--- src/rtl/uart_pkg.sv ---
// Shared types and constants for the UART receive path.
//   rx_state_t     : frame FSM states
//   PRESCALE_*     : supported oversampling ratios
//   maj3()         : 2-of-3 majority vote
package uart_pkg;

  typedef enum logic [2:0] {
    IDLE   = 3'd0,
    START  = 3'd1,
    DATA   = 3'd2,
    PARITY = 3'd3,
    STOP   = 3'd4
  } rx_state_t;

  localparam int unsigned PRESCALE_8  = 8;
  localparam int unsigned PRESCALE_16 = 16;
  localparam int unsigned PRESCALE_32 = 32;

  function automatic logic maj3(input logic a, input logic b, input logic c);
    return (a & b) | (a & c) | (b & c);
  endfunction

endpackage

--- src/rtl/uart_rx_sampler.sv ---
// Bit-timing counter and 3-sample majority voter.
// Ports:
//   CLK, RST        clock, synchronous active-high reset
//   start_det       this cycle is edge 0 of a start bit; next edge_cnt is 1
//   active          frame in progress (FSM not IDLE)
//   prescale        latched oversampling ratio P
//   rx_in           serial line
//   bit_end         edge_cnt == P-1 while active
//   sample_upd      edge_cnt == P/2+2 while active: sampled_bit_pc updates now
//   maj_bit         majority of the three captured samples
//   sampled_bit_pc  registered majority-voted bit
module uart_rx_sampler
  import uart_pkg::*;
#(
  parameter int PRESCALE_WIDTH = 6
) (
  input  logic                      CLK,
  input  logic                      RST,
  input  logic                      start_det,
  input  logic                      active,
  input  logic [PRESCALE_WIDTH-1:0] prescale,
  input  logic                      rx_in,
  output logic                      bit_end,
  output logic                      sample_upd,
  output logic                      maj_bit,
  output logic                      sampled_bit_pc
);

  localparam int PW = PRESCALE_WIDTH;

  logic [PW-1:0] edge_cnt;
  logic [PW-1:0] half, last_edge, cap_lo, cap_hi, upd_edge;
  logic [2:0]    smp;

  always_comb begin
    half       = {1'b0, prescale[PW-1:1]};
    last_edge  = prescale - PW'(1);
    cap_lo     = half - PW'(1);
    cap_hi     = half + PW'(1);
    upd_edge   = half + PW'(2);
    bit_end    = active && (edge_cnt == last_edge);
    sample_upd = active && (edge_cnt == upd_edge);
    maj_bit    = maj3(smp[0], smp[1], smp[2]);
  end

  always_ff @(posedge CLK) begin
    if (RST) begin
      edge_cnt       <= '0;
      smp            <= '0;
      sampled_bit_pc <= 1'b0;
    end else begin
      // The detect cycle already counts as edge 0, so counting resumes at 1.
      // This also covers a start that lands on the previous stop's last edge.
      if (start_det)
        edge_cnt <= PW'(1);
      else if (!active || bit_end)
        edge_cnt <= '0;
      else
        edge_cnt <= edge_cnt + PW'(1);

      if (active) begin
        if (edge_cnt == cap_lo) smp[0] <= rx_in;
        if (edge_cnt == half)   smp[1] <= rx_in;
        if (edge_cnt == cap_hi) smp[2] <= rx_in;
      end

      if (sample_upd) sampled_bit_pc <= maj_bit;
    end
  end

endmodule

--- src/rtl/uart_rx_frame_ctrl.sv ---
// UART receive frame controller: start detect, bit sequencing, LSB-first
// deserialisation, parity-checker handshake and end-of-frame status pulses.
// Ports:
//   CLK, RST        oversampling clock, synchronous active-high reset
//   RX_IN           serial line, idle high
//   Prescale        oversampling ratio (8/16/32), latched at start detect
//   PAR_EN          frame carries a parity bit, latched at start detect
//   par_err         combinational result from parity checker
//   P_DATA_pc       deserialised data
//   sampled_bit_pc  registered majority-voted bit
//   par_chk_en      strobe: parity bit is in sampled_bit_pc, par_err is valid
//   data_valid      pulse: good frame in P_DATA_pc
//   par_err_o       pulse: frame ended with parity error
//   stp_err_o       pulse: frame ended with stop bit 0
module uart_rx_frame_ctrl
  import uart_pkg::*;
#(
  parameter int DATA_WIDTH     = 8,
  parameter int PRESCALE_WIDTH = 6
) (
  input  logic                      CLK,
  input  logic                      RST,
  input  logic                      RX_IN,
  input  logic [PRESCALE_WIDTH-1:0] Prescale,
  input  logic                      PAR_EN,
  input  logic                      par_err,
  output logic [DATA_WIDTH-1:0]     P_DATA_pc,
  output logic                      sampled_bit_pc,
  output logic                      par_chk_en,
  output logic                      data_valid,
  output logic                      par_err_o,
  output logic                      stp_err_o
);

  localparam int PW  = PRESCALE_WIDTH;
  localparam int BCW = (DATA_WIDTH > 1) ? $clog2(DATA_WIDTH) : 1;

  rx_state_t      state, next_state;
  logic [PW-1:0]  p_lat;
  logic           par_en_lat;
  logic [BCW-1:0] bit_cnt;
  logic           par_flag;
  logic           start_det, active, frame_end;
  logic           bit_end, sample_upd, maj_bit;

  uart_rx_sampler #(.PRESCALE_WIDTH(PW)) u_sampler (
    .CLK            (CLK),
    .RST            (RST),
    .start_det      (start_det),
    .active         (active),
    .prescale       (p_lat),
    .rx_in          (RX_IN),
    .bit_end        (bit_end),
    .sample_upd     (sample_upd),
    .maj_bit        (maj_bit),
    .sampled_bit_pc (sampled_bit_pc)
  );

  // State register
  always_ff @(posedge CLK) begin
    if (RST) state <= IDLE;
    else     state <= next_state;
  end

  // Next state: every bit-level transition happens on the bit's last edge
  always_comb begin
    next_state = state;
    case (state)
      IDLE:   if (!RX_IN) next_state = START;
      START:  if (bit_end) next_state = sampled_bit_pc ? IDLE : DATA;
      DATA:   if (bit_end && (bit_cnt == BCW'(DATA_WIDTH - 1)))
                next_state = par_en_lat ? PARITY : STOP;
      PARITY: if (bit_end) next_state = STOP;
      STOP:   if (bit_end) next_state = RX_IN ? IDLE : START;
      default: next_state = IDLE;
    endcase
  end

  // FSM outputs
  always_comb begin
    active     = (state != IDLE);
    // A low line on the stop's last edge is the next frame's edge 0.
    start_det  = ((state == IDLE) && !RX_IN) ||
                 ((state == STOP) && bit_end && !RX_IN);
    par_chk_en = (state == PARITY) && bit_end;
    frame_end  = (state == STOP) && bit_end;
  end

  // Datapath: config latch, bit counter, shift register, parity flag, pulses
  always_ff @(posedge CLK) begin
    if (RST) begin
      p_lat      <= PW'(PRESCALE_8);
      par_en_lat <= 1'b0;
      bit_cnt    <= '0;
      P_DATA_pc  <= '0;
      par_flag   <= 1'b0;
      data_valid <= 1'b0;
      par_err_o  <= 1'b0;
      stp_err_o  <= 1'b0;
    end else begin
      if (start_det) begin
        p_lat      <= Prescale;
        par_en_lat <= PAR_EN;
      end

      if (state != DATA) bit_cnt <= '0;
      else if (bit_end)  bit_cnt <= bit_cnt + BCW'(1);

      if ((state == DATA) && sample_upd)
        P_DATA_pc <= {maj_bit, P_DATA_pc[DATA_WIDTH-1:1]};

      // Sticky so the verdict survives until the stop bit is judged.
      if (start_det)                  par_flag <= 1'b0;
      else if (par_chk_en && par_err) par_flag <= 1'b1;

      // Stop error outranks parity error; only clean frames raise data_valid.
      data_valid <= frame_end &&  sampled_bit_pc && !par_flag;
      par_err_o  <= frame_end &&  sampled_bit_pc &&  par_flag;
      stp_err_o  <= frame_end && !sampled_bit_pc;
    end
  end

endmodule
--- config.mk ---
export PLATFORM = sky130hd
export DESIGN_NAME = uart_rx_frame_ctrl
export DESIGN_NICKNAME = d
export VERILOG_FILES = /design/src/rtl/uart_pkg.sv /design/src/rtl/uart_rx_sampler.sv /design/src/rtl/uart_rx_frame_ctrl.sv
export SDC_FILE = /design/constraint.sdc
export NUM_CORES = 1
export LEC_CHECK = 0
export CAP_MARGIN = 20
export CORE_MARGIN = 3
export CORE_UTILIZATION = 35
export DETAILED_ROUTE_END_ITERATION = 16
export GPL_TIMING_DRIVEN = 0
export HOLD_SLACK_MARGIN = 0.05
export PLACE_DENSITY = 0.58
export SLEW_MARGIN = 20
export SYNTH_ARGS = -nofsm -noshare
export SYNTH_HDL_FRONTEND = slang
export SYNTH_SLANG_ARGS = --single-unit
--- constraint.sdc ---
create_clock -name CLK -period 2.8 [get_ports CLK]
set_clock_uncertainty 0.1 [all_clocks]
set_input_delay 0.28 -clock CLK [delete_from_list [all_inputs] [get_ports CLK]]
set_output_delay 0.28 -clock CLK [all_outputs]
set_load 0.01 [all_outputs]
==> summary.txt, run 1 <==
STA
  – Period utilisation layout: 88.92%
  – RSZ-0062 raised after global routing: no
  – Final min period: 2.490 ns
  – Slew Viols, Final: 0
  – Hold Fails Final Rpt: 0
  – Worst hold margin: 0.3192 ns
  – Final setup fails: 0
  – Fmax: 401.6 MHz
  – Max-slew headroom: 34.87%
  – Least-Margin Pin Slew: 0.9695 ns

Die
  – Die Y-Extent: 83.87 µm
  – # IOs: 24
  – Core ar.: 5675 µm²
  – # rows: 27
  – Starting Density: 37.39%
  – Die footprint: 7033 µm²
  – Die width: 83.87 µm

Setup path
  – WP buf/inv: 3
  – Critical Path Sink Type: flip-flop
  – Crit-path cells: buf_4 -> inv_1 -> ha_1 -> xor2_1 -> nor4b_1 -> o211ai_1 -> nand3b_1 -> buf_4 -> mux2i_1 -> nor2_1
  – Worst r2r path cells: 10
  – Largest stage delay, worst path: 0.37 ns
  – Top cell family by delay on the critical path: simple AND/OR/NAND/NOR gates
  – Stages on worst setup path: 10
  – CP Launch Type: flip-flop
  – CP max-delay cell: nor4b_1
  – Largest fanout on the critical path: 8
  – Worst setup path category: flip-flop to flip-flop
  – Worst EP required: 2.86 ns
  – Cell seen most often among critical-path stages: buf_4
  – WP data arrival: 2.55 ns

Synthesis
  – YS warnings: 0
  – EDFF count, synth: 0
  – Async SR Flop Fraction: 0%
  – Post-Synth XOR/XNOR Area: 10.67%
  – Main combinational cell family by area after synthesis: simple AND/OR/NAND/NOR gates
  – Mapped Nets: 264
  – Area of the mapped netlist: 2122 µm²
  – Synth Area in Simple Gates: 22.64%
  – Synth Area in Adders: 6.368%
  – Top_reg_cell synth: dfxtp_1
  – Mux contribution to synthesized area: 7.134%
  – Sequential element share of the synthesized area: 33.02%
  – Synth cell types: 55
  – Compound-cell area share of the yosys netlist: 14.98%
  – Post-Synthesis Cells: 243
  – Syn avg cell area: 8.733 µm²
  – Seq cells post-synth: 35

Status
  – Outcome: finished clean

Placed design
  – Number of buffers added on ports: 23
  – DPL Wire Length: 3511 µm
  – Placer congestion estimate: 0.8454

Power
  – Combinational power share: 42.6%
  – Internal Pwr Total: 1.027 mW
  – Leakage: 1.037 nW
  – IR drop worst, VDD: 228.2 µV
  – Flop pwr share: 35.3%
  – Switching share of power: 37.61%
  – Total power: 1.646 mW
  – Clock power share: 22.1%
  – Pwr per Cell Area: 635.4 nW/µm²
  – P_sw: 0.6193 mW

Hold path
  – Min-Delay Path Depth: 1
  – Min-Delay Path Class: flip-flop to flip-flop

Final layout
  – Synthesis-to-finish area growth: 22.11%
  – Share of cells above drive strength 1: 13.82%
  – Nets: 296
  – Antenna cells: 0
  – Filler cell count: 570

Clock tree
  – Worst-skew pair later-pin latency: 0.28 ns
  – Num CTS Buffers: 5
  – Clock sinks: 35
  – Clock root buffer: clkbuf_8
  – H-tree depth: 2
  – CTS tree: done
  – Clock buffer depth: 2
  – Worst-path clk slew: 0.07 ns

Route
  – Vias: 1768
  – Initial DRC Count: 119
  – DRC: 0
  – Vias per std cell: 5.095
  – Antenna Violating Nets Remaining: 0
  – Final WL: 4755 µm
  – WL/cell: 13.70 µm
  – 1st-pass router iterations: 6

Run
  – Max Cap Viol: 0

Global route
  – Overall routing resource usage: 14.20%
  – Initial antenna violation count: 0
  – First-pass GRT wire length: 8217 µm
  – Grt total ovfl: 0
  – Vias in the first global route: 1706
  – Largest net degree at the start of global routing: 11
metrics by stage:
step                      std cells  setup TNS [ns]  utilization, %  area [µm²]  setup WS, ns
after floorplan                 243               0               -        2122        0.5615
after global routing            347               0           45.66        2591        0.1502
final                           347               0           45.66        2591        0.3101
after CTS                       347               0           45.61        2589       0.01416
after global placement          338         -0.1758           43.03        2442       -0.1758
after detailed placement        338         -0.1556           43.03        2442       -0.1556
worst paths after layout:
check             startpoint  slack [ns]      endpoint
setup / recovery    p_lat[3]        0.31  P_DATA_pc[3]
hold / removal      par_flag        0.32    data_valid
setup reg to reg    p_lat[3]        0.31  P_DATA_pc[3]
hold reg to reg     par_flag        0.32    data_valid
cells in the mapped netlist (all sizes together), types with 3 or more instances:
| cell | instances | share of area [%] |
|---|---|---|
| nor2b | 5 | 1.5 |
| nand2 | 6 | 1.1 |
| nor3 | 7 | 2.1 |
| mux2i | 14 | 6.6 |
| dfxtp | 35 | 33 |
| nand2b | 7 | 2.1 |
| clkbuf | 4 | 0.71 |
| and3 | 3 | 0.88 |
| buf | 11 | 3.1 |
| xor2 | 12 | 5.3 |
| o21ai | 11 | 3.1 |
| nor2 | 33 | 6.0 |
| a21oi | 13 | 3.1 |
| nor4 | 3 | 0.88 |
| ha | 10 | 5.9 |
| inv | 8 | 1.4 |
| xnor2 | 13 | 5.4 |
| nand3 | 15 | 3.5 |
cell families (layout without fill, tap and decap cells):
logic type | Yosys count | in the layout
flops | 35 | 35
mux | 15 | 15
buf+inv | 23 | 55
fa+ha+maj | 11 | 11
xor+xnor | 25 | 25
compound gates | 43 | 43
simple gates | 91 | 91
metal layers:
metal  vias up  share of wire, %  track usage (%)  routed length [µm]
li1        913                 -                -                   -
met3         2               4.9            3.159                 233
met4         0              0.48            4.386                  23
met5         -                 0                0                   0
met1       808                51            19.90                2416
met2        45                44            21.62                2082
flip-flops by register name (all words and copies together) (netlist names):
name,cells
par_flag,1
u_sampler.sampled_bit_pc,1
stp_err_o,1
data_valid,1
p_lat,6
par_err_o,1
bit_cnt,3
u_sampler.edge_cnt,6
P_DATA_pc,8
u_sampler.smp,3
state,3
par_en_lat,1
cells in the final DEF, fill, tap and decap left out, drive strengths merged, types with 3 or more instances in the layout:
master / count
and3: 3
nand2: 6
inv: 8
ha: 10
xor2: 12
nand2b: 7
xnor2: 13
nor2b: 5
nor4: 3
clkbuf: 10
dfxtp: 35
mux2i: 14
nor2: 33
nor3: 7
a21oi: 13
buf: 13
clkdlybuf4s50: 22
nand3: 15
o21ai: 11
area by class of cell:
type	instances	area, µm²	area share, %
Multi-Input combinational cell	185	1344	51.86
Clock inverter	1	5.005	0.1931
Sequential cell	35	709.4	27.38
Tap cell	72	90.09	3.477
Timing Repair Buffer	25	247.7	9.561
Inverter	8	30.03	1.159
Clock buffer	6	82.58	3.187
Buffer	15	82.58	3.187
timing repair:
item | CTS | global route
pin swaps | 2 | 0
endpoints found under the setup margin | 1 | 1
hold buffers | 0 | 0
resized for setup | 14 | 1
setup buffers | 2 | 0
power groups by stage:
stage | clock [mW] | combinational, mW | sequential (mW)
3_5_place_dp | 0 | 0.666 | 0.589
6_report | 0.364 | 0.701 | 0.582
3_3_place_gp | 0 | 0.664 | 0.589
5_1_grt | 0.411 | 0.778 | 0.588
4_1_cts | 0.390 | 0.704 | 0.582
2_1_floorplan | 0 | 0.534 | 0.578
Power figures use the tool's default switching activity.
==> inputs of run 2 (changes only) <==
Settings changed: SETUP_SLACK_MARGIN set to 0.3.
==> run 2 against run 1 <==
Global-route usage is the same. Clock power about the same. Setup slack gained 0.12 ns. Fmax up 4.9%. Utilization rose by 0.57 points. Count of clock-buffer cells in the layout is the same. Power is 1.6% higher. Critical path depth is 2 lower. Cell count increased by 1.2%. Via count rose by 0.51%.
==> summary.txt, run 2 (synthesis gave the netlist of run 1 again) <==
Setup path
  – Top cell family by delay on the critical path: simple AND/OR/NAND/NOR gates
  – Crit-path cells: inv_2 -> ha_1 -> a21boi_4 -> and3_4 -> o2111ai_4 -> nor2_4 -> and3_1 -> clkbuf_2
  – Largest stage delay, worst path: 0.39 ns (+0.02 ns)
  – Critical Path Sink Type: output port
  – WP data arrival: 1.99 ns (-0.56 ns)
  – WP buf/inv: 2 (-1)
  – Largest fanout on the critical path: 5 (-3)
  – Worst EP required: 2.42 ns (-0.44 ns)
  – Worst setup path category: flip-flop to output port
  – CP max-delay cell: dfxtp_4
  – CP Launch Type: flip-flop

STA
  – Period utilisation layout: 84.76% (-4.2 points)
  – Final min period: 2.373 ns (-0.1167 ns)
  – Worst hold margin: 0.3190 ns (-0.0001230 ns)
  – Setup TNS: 0 ns (unchanged)
  – Least-Margin Pin Slew: 1.046 ns (+0.07670 ns)
  – Fmax: 421.4 MHz (+4.9%)
  – Slew Viols, Final: 0 (unchanged)
  – RSZ-0062 raised after global routing: yes
  – Final setup fails: 0 (unchanged)
  – Hold Fails Final Rpt: 0 (unchanged)
  – Max-slew headroom: 29.72% (-5.2 points)

Power
  – Flop pwr share: 34.9% (-0.4 points)
  – IR drop worst, VDD: 228.0 µV (about the same)
  – Internal Pwr Total: 1.039 mW (+1.2%)
  – P_sw: 0.6333 mW (+2.3%)
  – Pwr per Cell Area: 637.4 nW/µm² (+0.33%)
  – Clock power share: 21.9% (-0.2 points)
  – Combinational power share: 43.2% (+0.6 points)
  – Switching share of power: 37.87% (+0.25 points)
  – Leakage: 1.038 nW (+0.11%)

Placed design
  – DPL Wire Length: 3511 µm (unchanged)
  – Number of buffers added on ports: 23 (unchanged)
  – DP Area: 2442 µm² (unchanged)
  – Placer congestion estimate: 0.8454 (unchanged)

Run
  – Max Cap Viol: 0 (unchanged)

Global route
  – Overall routing resource usage: 14.20% (unchanged)
  – Grt total ovfl: 0 (unchanged)
  – Largest net degree at the start of global routing: 11 (unchanged)
  – Initial antenna violation count: 0 (unchanged)
  – First-pass GRT wire length: 8217 µm (unchanged)
  – Vias in the first global route: 1706 (unchanged)

Final layout
  – Share of cells above drive strength 1: 15.77% (+2.0 points)
  – Top reg by flops: P_DATA_pc
  – Finished Cell Area: 2624 µm² (+1.3%)
  – Most frequent cells in the layout: 32 x dfxtp_1, 32 x nor2_1, 22 x clkdlybuf4s50_1, 15 x nand3_1, 14 x mux2i_1
  – Nets: 300 (+1.4%)
  – Top flop regs: P_DATA_pc x8, p_lat x6, u_sampler.edge_cnt x6
  – Filler cell count: 568 (-0.35%)
  – Final core occ: 46.23% (+0.57 points)
  – Antenna cells: 0 (unchanged)
  – Synthesis-to-finish area growth: 23.64%
  – Largest register FFs: 8 (unchanged)

Route
  – 1st-pass router iterations: 4 (-2)
  – Vias: 1777 (+0.51%)
  – Antenna Violating Nets Remaining: 0 (unchanged)
  – Final WL: 4833 µm (+1.6%)
  – WL/cell: 13.77 µm (+0.48%)
  – DRC: 0 (unchanged)
  – Vias per std cell: 5.063 (-0.64%)
  – Initial DRC Count: 109 (-8.4%)

Status
  – Outcome: finished clean

Clock tree
  – H-tree depth: 2 (unchanged)
  – CTS tree: done
  – Worst-path clk slew: 0.07 ns (about the same)
  – # hold bufs at CTS: 0 (unchanged)
  – Worst-skew pair later-pin latency: 0.28 ns (about the same)
  – Clock root buffer: clkbuf_8
  – Clock buffer depth: 2 (unchanged)
  – Clock sinks: 35 (unchanged)
  – Num CTS Buffers: 5 (unchanged)

Die
  – # rows: 27 (unchanged)
  – Die width: 83.87 µm (unchanged)
  – Die Y-Extent: 83.87 µm (unchanged)
  – Core ar.: 5675 µm² (unchanged)
  – Die footprint: 7033 µm² (unchanged)
  – Starting Density: 37.39% (unchanged)
  – # IOs: 24 (unchanged)

Hold path
  – Min-Delay Path Class: flip-flop to flip-flop
[run 2: cell count changes in the layout (fill, tap and decap cells not counted)]
cell,change
dlymetal6s2s_1,-1
nor4b_1,-1
buf_4,+3
nor4b_2,+1
buf_6,+1
clkbuf_2,+1
[run 2: worst paths after layout]
path | from | endpoint | slack, ns | cells after the start
worst max-delay path | p_lat[1] | par_chk_en | 0.43 | 8
worst min-delay path | par_flag | data_valid | 0.32 | 1
worst max register to register | p_lat[3] | P_DATA_pc[3] | 0.43 | 10
worst min register to register | par_flag | data_valid | 0.32 | 1
[run 2: cell type report]
type,count,area [µm²],share of cell area (%)
Multi-Input combinational cell,185,1350,51.45
Sequential cell,35,709.4,27.04
Timing Repair Buffer,29,270.3,10.30
Tap cell,72,90.09,3.433
Buffer,15,86.33,3.290
Clock buffer,6,82.58,3.147
Inverter,8,30.03,1.144
Clock inverter,1,5.005,0.1907
[run 2: worst register-to-register path, cell delays in order, from the launching register on]
cell and delay (ns):
dfxtp_1 0.36, buf_6 0.15, inv_1 0.10, ha_1 0.30, xor2_1 0.17, nor4b_2 0.29
o211ai_1 0.18, nand3b_1 0.19, buf_4 0.19, mux2i_1 0.17, nor2_1 0.05
[run 2: metrics by stage]
stage / power, mW / cells / worst slack [ns]
finish: 1.673 / 351 / 0.4268
global route: 1.797 / 351 / 0.2495
CTS: 1.676 / 347 / 0.3120
detailed placement: 1.255 / 338 / -0.1556
global placement: 1.253 / 338 / -0.1758
floorplan: 1.112 / 243 / 0.5615
[run 2: power by group through the flow]
stage | clock (mW) | combinational (mW) | sequential (mW)
after floorplan | 0 | 0.534 | 0.578
after CTS | 0.390 | 0.704 | 0.582
after detailed placement | 0 | 0.666 | 0.589
after global routing | 0.412 | 0.796 | 0.589
after global placement | 0 | 0.664 | 0.589
final | 0.367 | 0.723 | 0.583
[run 2: per-layer routing]
metal	share of wire [%]	routed length, µm	track usage (%)
met1	53	2553	19.90
met2	43	2078	21.62
met3	3.3	158	3.159
met4	0.87	42	4.386
met5	0	0	0
[run 2: what timing repair did]
item                                    CTS  global route
endpoints found under the setup margin    3            10
endpoints found under the hold margin     0             0
buffers inserted                          2             4
resized for setup                        16             3
pin swaps                                 2             2
==> inputs of run 3 (changes only) <==
Settings changed: PLACE_DENSITY 0.58 to 0.6.
Clock period 2.8 ns to 2.1 ns, I/O delays scaled along.
==> run 3 against run 2 <==
The flow now finishes with violations (setup timing). Sequential share of layout area is 3.1 points lower. Combinational power is 77% higher. Sequential power rose by 33%. Cell count is 4.0% higher. Non-clock buffer count increased by 14. Critical path type is now flip-flop to flip-flop. Largest power group unchanged. Setup slack got worse by 0.50 ns. Design area increased by 14%. Register-to-register slack lost 0.50 ns. Count of clock-buffer cells in the layout unchanged. Hold slack lost 0.011 ns. Global-route usage up 0.79 points. Clock power increased by 36%.
==> summary.txt, run 3 (synthesis gave the netlist of run 1 again) <==
Setup path
  – Critical Path Sink Type: flip-flop
  – CP Launch Type: flip-flop
  – Worst EP required: 2.17 ns (-0.25 ns)
  – CP max-delay cell: dfxtp_4
  – WP data arrival: 2.24 ns (+0.25 ns)
  – Top cell family by delay on the critical path: compound AO/OA/AOI/OAI gates
  – Crit-path cells: inv_6 -> ha_4 -> a21boi_4 -> and3_4 -> o2111ai_4 -> buf_6 -> o21ai_4 -> a21oi_1 -> a311o_1
  – WP buf/inv: 2 (unchanged)
  – Largest stage delay, worst path: 0.36 ns (-0.03 ns)
  – Worst setup path category: flip-flop to flip-flop
  – Largest fanout on the critical path: 5 (unchanged)

Clock tree
  – Worst-skew pair later-pin latency: 0.29 ns (about the same)
  – CTS tree: done
  – H-tree depth: 2 (unchanged)
  – Clock sinks: 35 (unchanged)
  – # hold bufs at CTS: 0 (unchanged)
  – Worst-path clk slew: 0.07 ns (about the same)
  – Clock buffer depth: 2 (unchanged)
  – Num CTS Buffers: 5 (unchanged)
  – Clock root buffer: clkbuf_8

STA
  – Final setup fails: 12 (+12)
  – Max-slew headroom: 45.90% (+16 points)
  – Worst hold margin: 0.3081 ns (-0.01090 ns)
  – Period utilisation layout: 103.3%
  – Least-Margin Pin Slew: 0.8071 ns (-0.2391 ns)
  – Setup WS post-layout: -0.06999 ns (-0.4968 ns)
  – Final min period: 2.170 ns
  – Fmax: 460.8 MHz
  – Slew Viols, Final: 0 (unchanged)
  – RSZ-0062 raised after global routing: yes
  – Hold Fails Final Rpt: 0 (unchanged)

Power
  – Pwr per Cell Area: 855.3 nW/µm² (+34%)
  – Leakage: 1.146 nW (+10%)
  – IR drop worst, VDD: 546.6 µV (+140%)

Status
  – Outcome: finished with violations
  – Failing checks: setup timing

Route
  – Antenna Violating Nets Remaining: 0 (unchanged)
  – DRC: 0 (unchanged)
  – Initial DRC Count: 72 (-34%)
  – Vias per std cell: 5.164 (+2.0%)
  – WL/cell: 14.18 µm (+3.0%)
  – 1st-pass router iterations: 4 (unchanged)
  – Final WL: 5175 µm (+7.1%)
  – Vias: 1885 (+6.1%)

Die
  – Die width: 83.87 µm (unchanged)
  – # IOs: 24 (unchanged)
  – Core ar.: 5675 µm² (unchanged)
  – Die Y-Extent: 83.87 µm (unchanged)
  – # rows: 27 (unchanged)
  – Die footprint: 7033 µm² (unchanged)
  – Starting Density: 37.39% (unchanged)

Final layout
  – Synthesis-to-finish area growth: 40.57%
  – Most frequent cells in the layout: 30 x dfxtp_1, 29 x nor2_1, 22 x clkdlybuf4s50_1, 14 x buf_4, 14 x mux2i_1
  – Top reg by flops: P_DATA_pc
  – Nets: 314 (+4.7%)
  – Top flop regs: P_DATA_pc x8, p_lat x6, u_sampler.edge_cnt x6
  – Largest register FFs: 8 (unchanged)
  – Share of cells above drive strength 1: 30.38% (+15 points)
  – Commonest non-fill, non-tap cell in the layout: dfxtp_1
  – Antenna cells: 0 (unchanged)

Global route
  – Grt total ovfl: 0 (unchanged)
  – Gr busiest metal: met2
  – First-pass GRT wire length: 8480 µm (+3.2%)
  – Met2 usage: 24.22% (+2.6 points)
  – Met1 Usage GRT: 19.52% (-0.38 points)
  – Overall routing resource usage: 14.99% (+0.79 points)
  – Vias in the first global route: 1801 (+5.6%)
  – GR Util met3: 3.850% (+0.69 points)
  – Initial antenna violation count: 0 (unchanged)
  – Largest net degree at the start of global routing: 11 (unchanged)

Placed design
  – Placer congestion estimate: 0.7952 (-5.9%)
  – DPL Wire Length: 3593 µm (+2.3%)
  – Pre-CTS setup slack: -0.4044 ns (-0.2488 ns)
  – Number of buffers added on ports: 23 (unchanged)

Run
  – Max Cap Viol: 0 (unchanged)

Hold path
  – Min-Delay Path Class: flip-flop to flip-flop
run 3: metrics by stage:
step | total power, mW | utilization, % | instances | area, µm² | setup TNS [ns]
2_1_floorplan | 1.567 | - | 243 | 2212 | 0
3_3_place_gp | 1.758 | 44.62 | 338 | 2532 | -1.527
3_5_place_dp | 1.758 | 44.62 | 338 | 2532 | -1.797
4_1_cts | 2.412 | 49.14 | 359 | 2789 | -0.7889
5_1_grt | 2.721 | 52.56 | 365 | 2983 | -2.757
6_report | 2.551 | 52.56 | 365 | 2983 | -0.2729
run 3: area by class of cell:
class	count	area (µm²)
fillers	523	2693
multi-input cells	185	1554
flip-flops and latches	35	714.4
repair buffers	43	401.6
plain buffers	15	90.09
well taps	72	90.09
clock buffers	6	82.58
inverters	8	45.04
clock inverters	1	5.005
run 3: what timing repair did:
| action | CTS | global route |
|---|---|---|
| setup buffers | 14 | 6 |
| endpoints found under the setup margin | 35 | 36 |
| pin swaps | 12 | 17 |
| gates cloned | 0 | 0 |
| gates resized for setup | 18 | 31 |
run 3: worst paths after layout:
path | endpoint | slack [ns] | depth (start not counted) | startpoint
max reg2reg | p_lat[3] | -0.07 | 9 | p_lat[1]
min reg2reg | data_valid | 0.31 | 1 | par_flag
min | data_valid | 0.31 | 1 | par_flag
max | p_lat[3] | -0.07 | 9 | p_lat[1]
run 3: where the power goes:
group / total, mW / leakage, nW / internal [mW] / switching, mW
Clock: 0.498 / 0.0470 / 0.257 / 0.241
Combinational: 1.28 / 0.813 / 0.582 / 0.697
Sequential: 0.775 / 0.286 / 0.727 / 0.0472
run 3: routing by layer:
metal  vias to the layer above  wire length (µm)
met1                       883              2354
li1                        953                 -
met5                         -                 0
met4                         0                60
met2                        43              2504
met3                         6               255
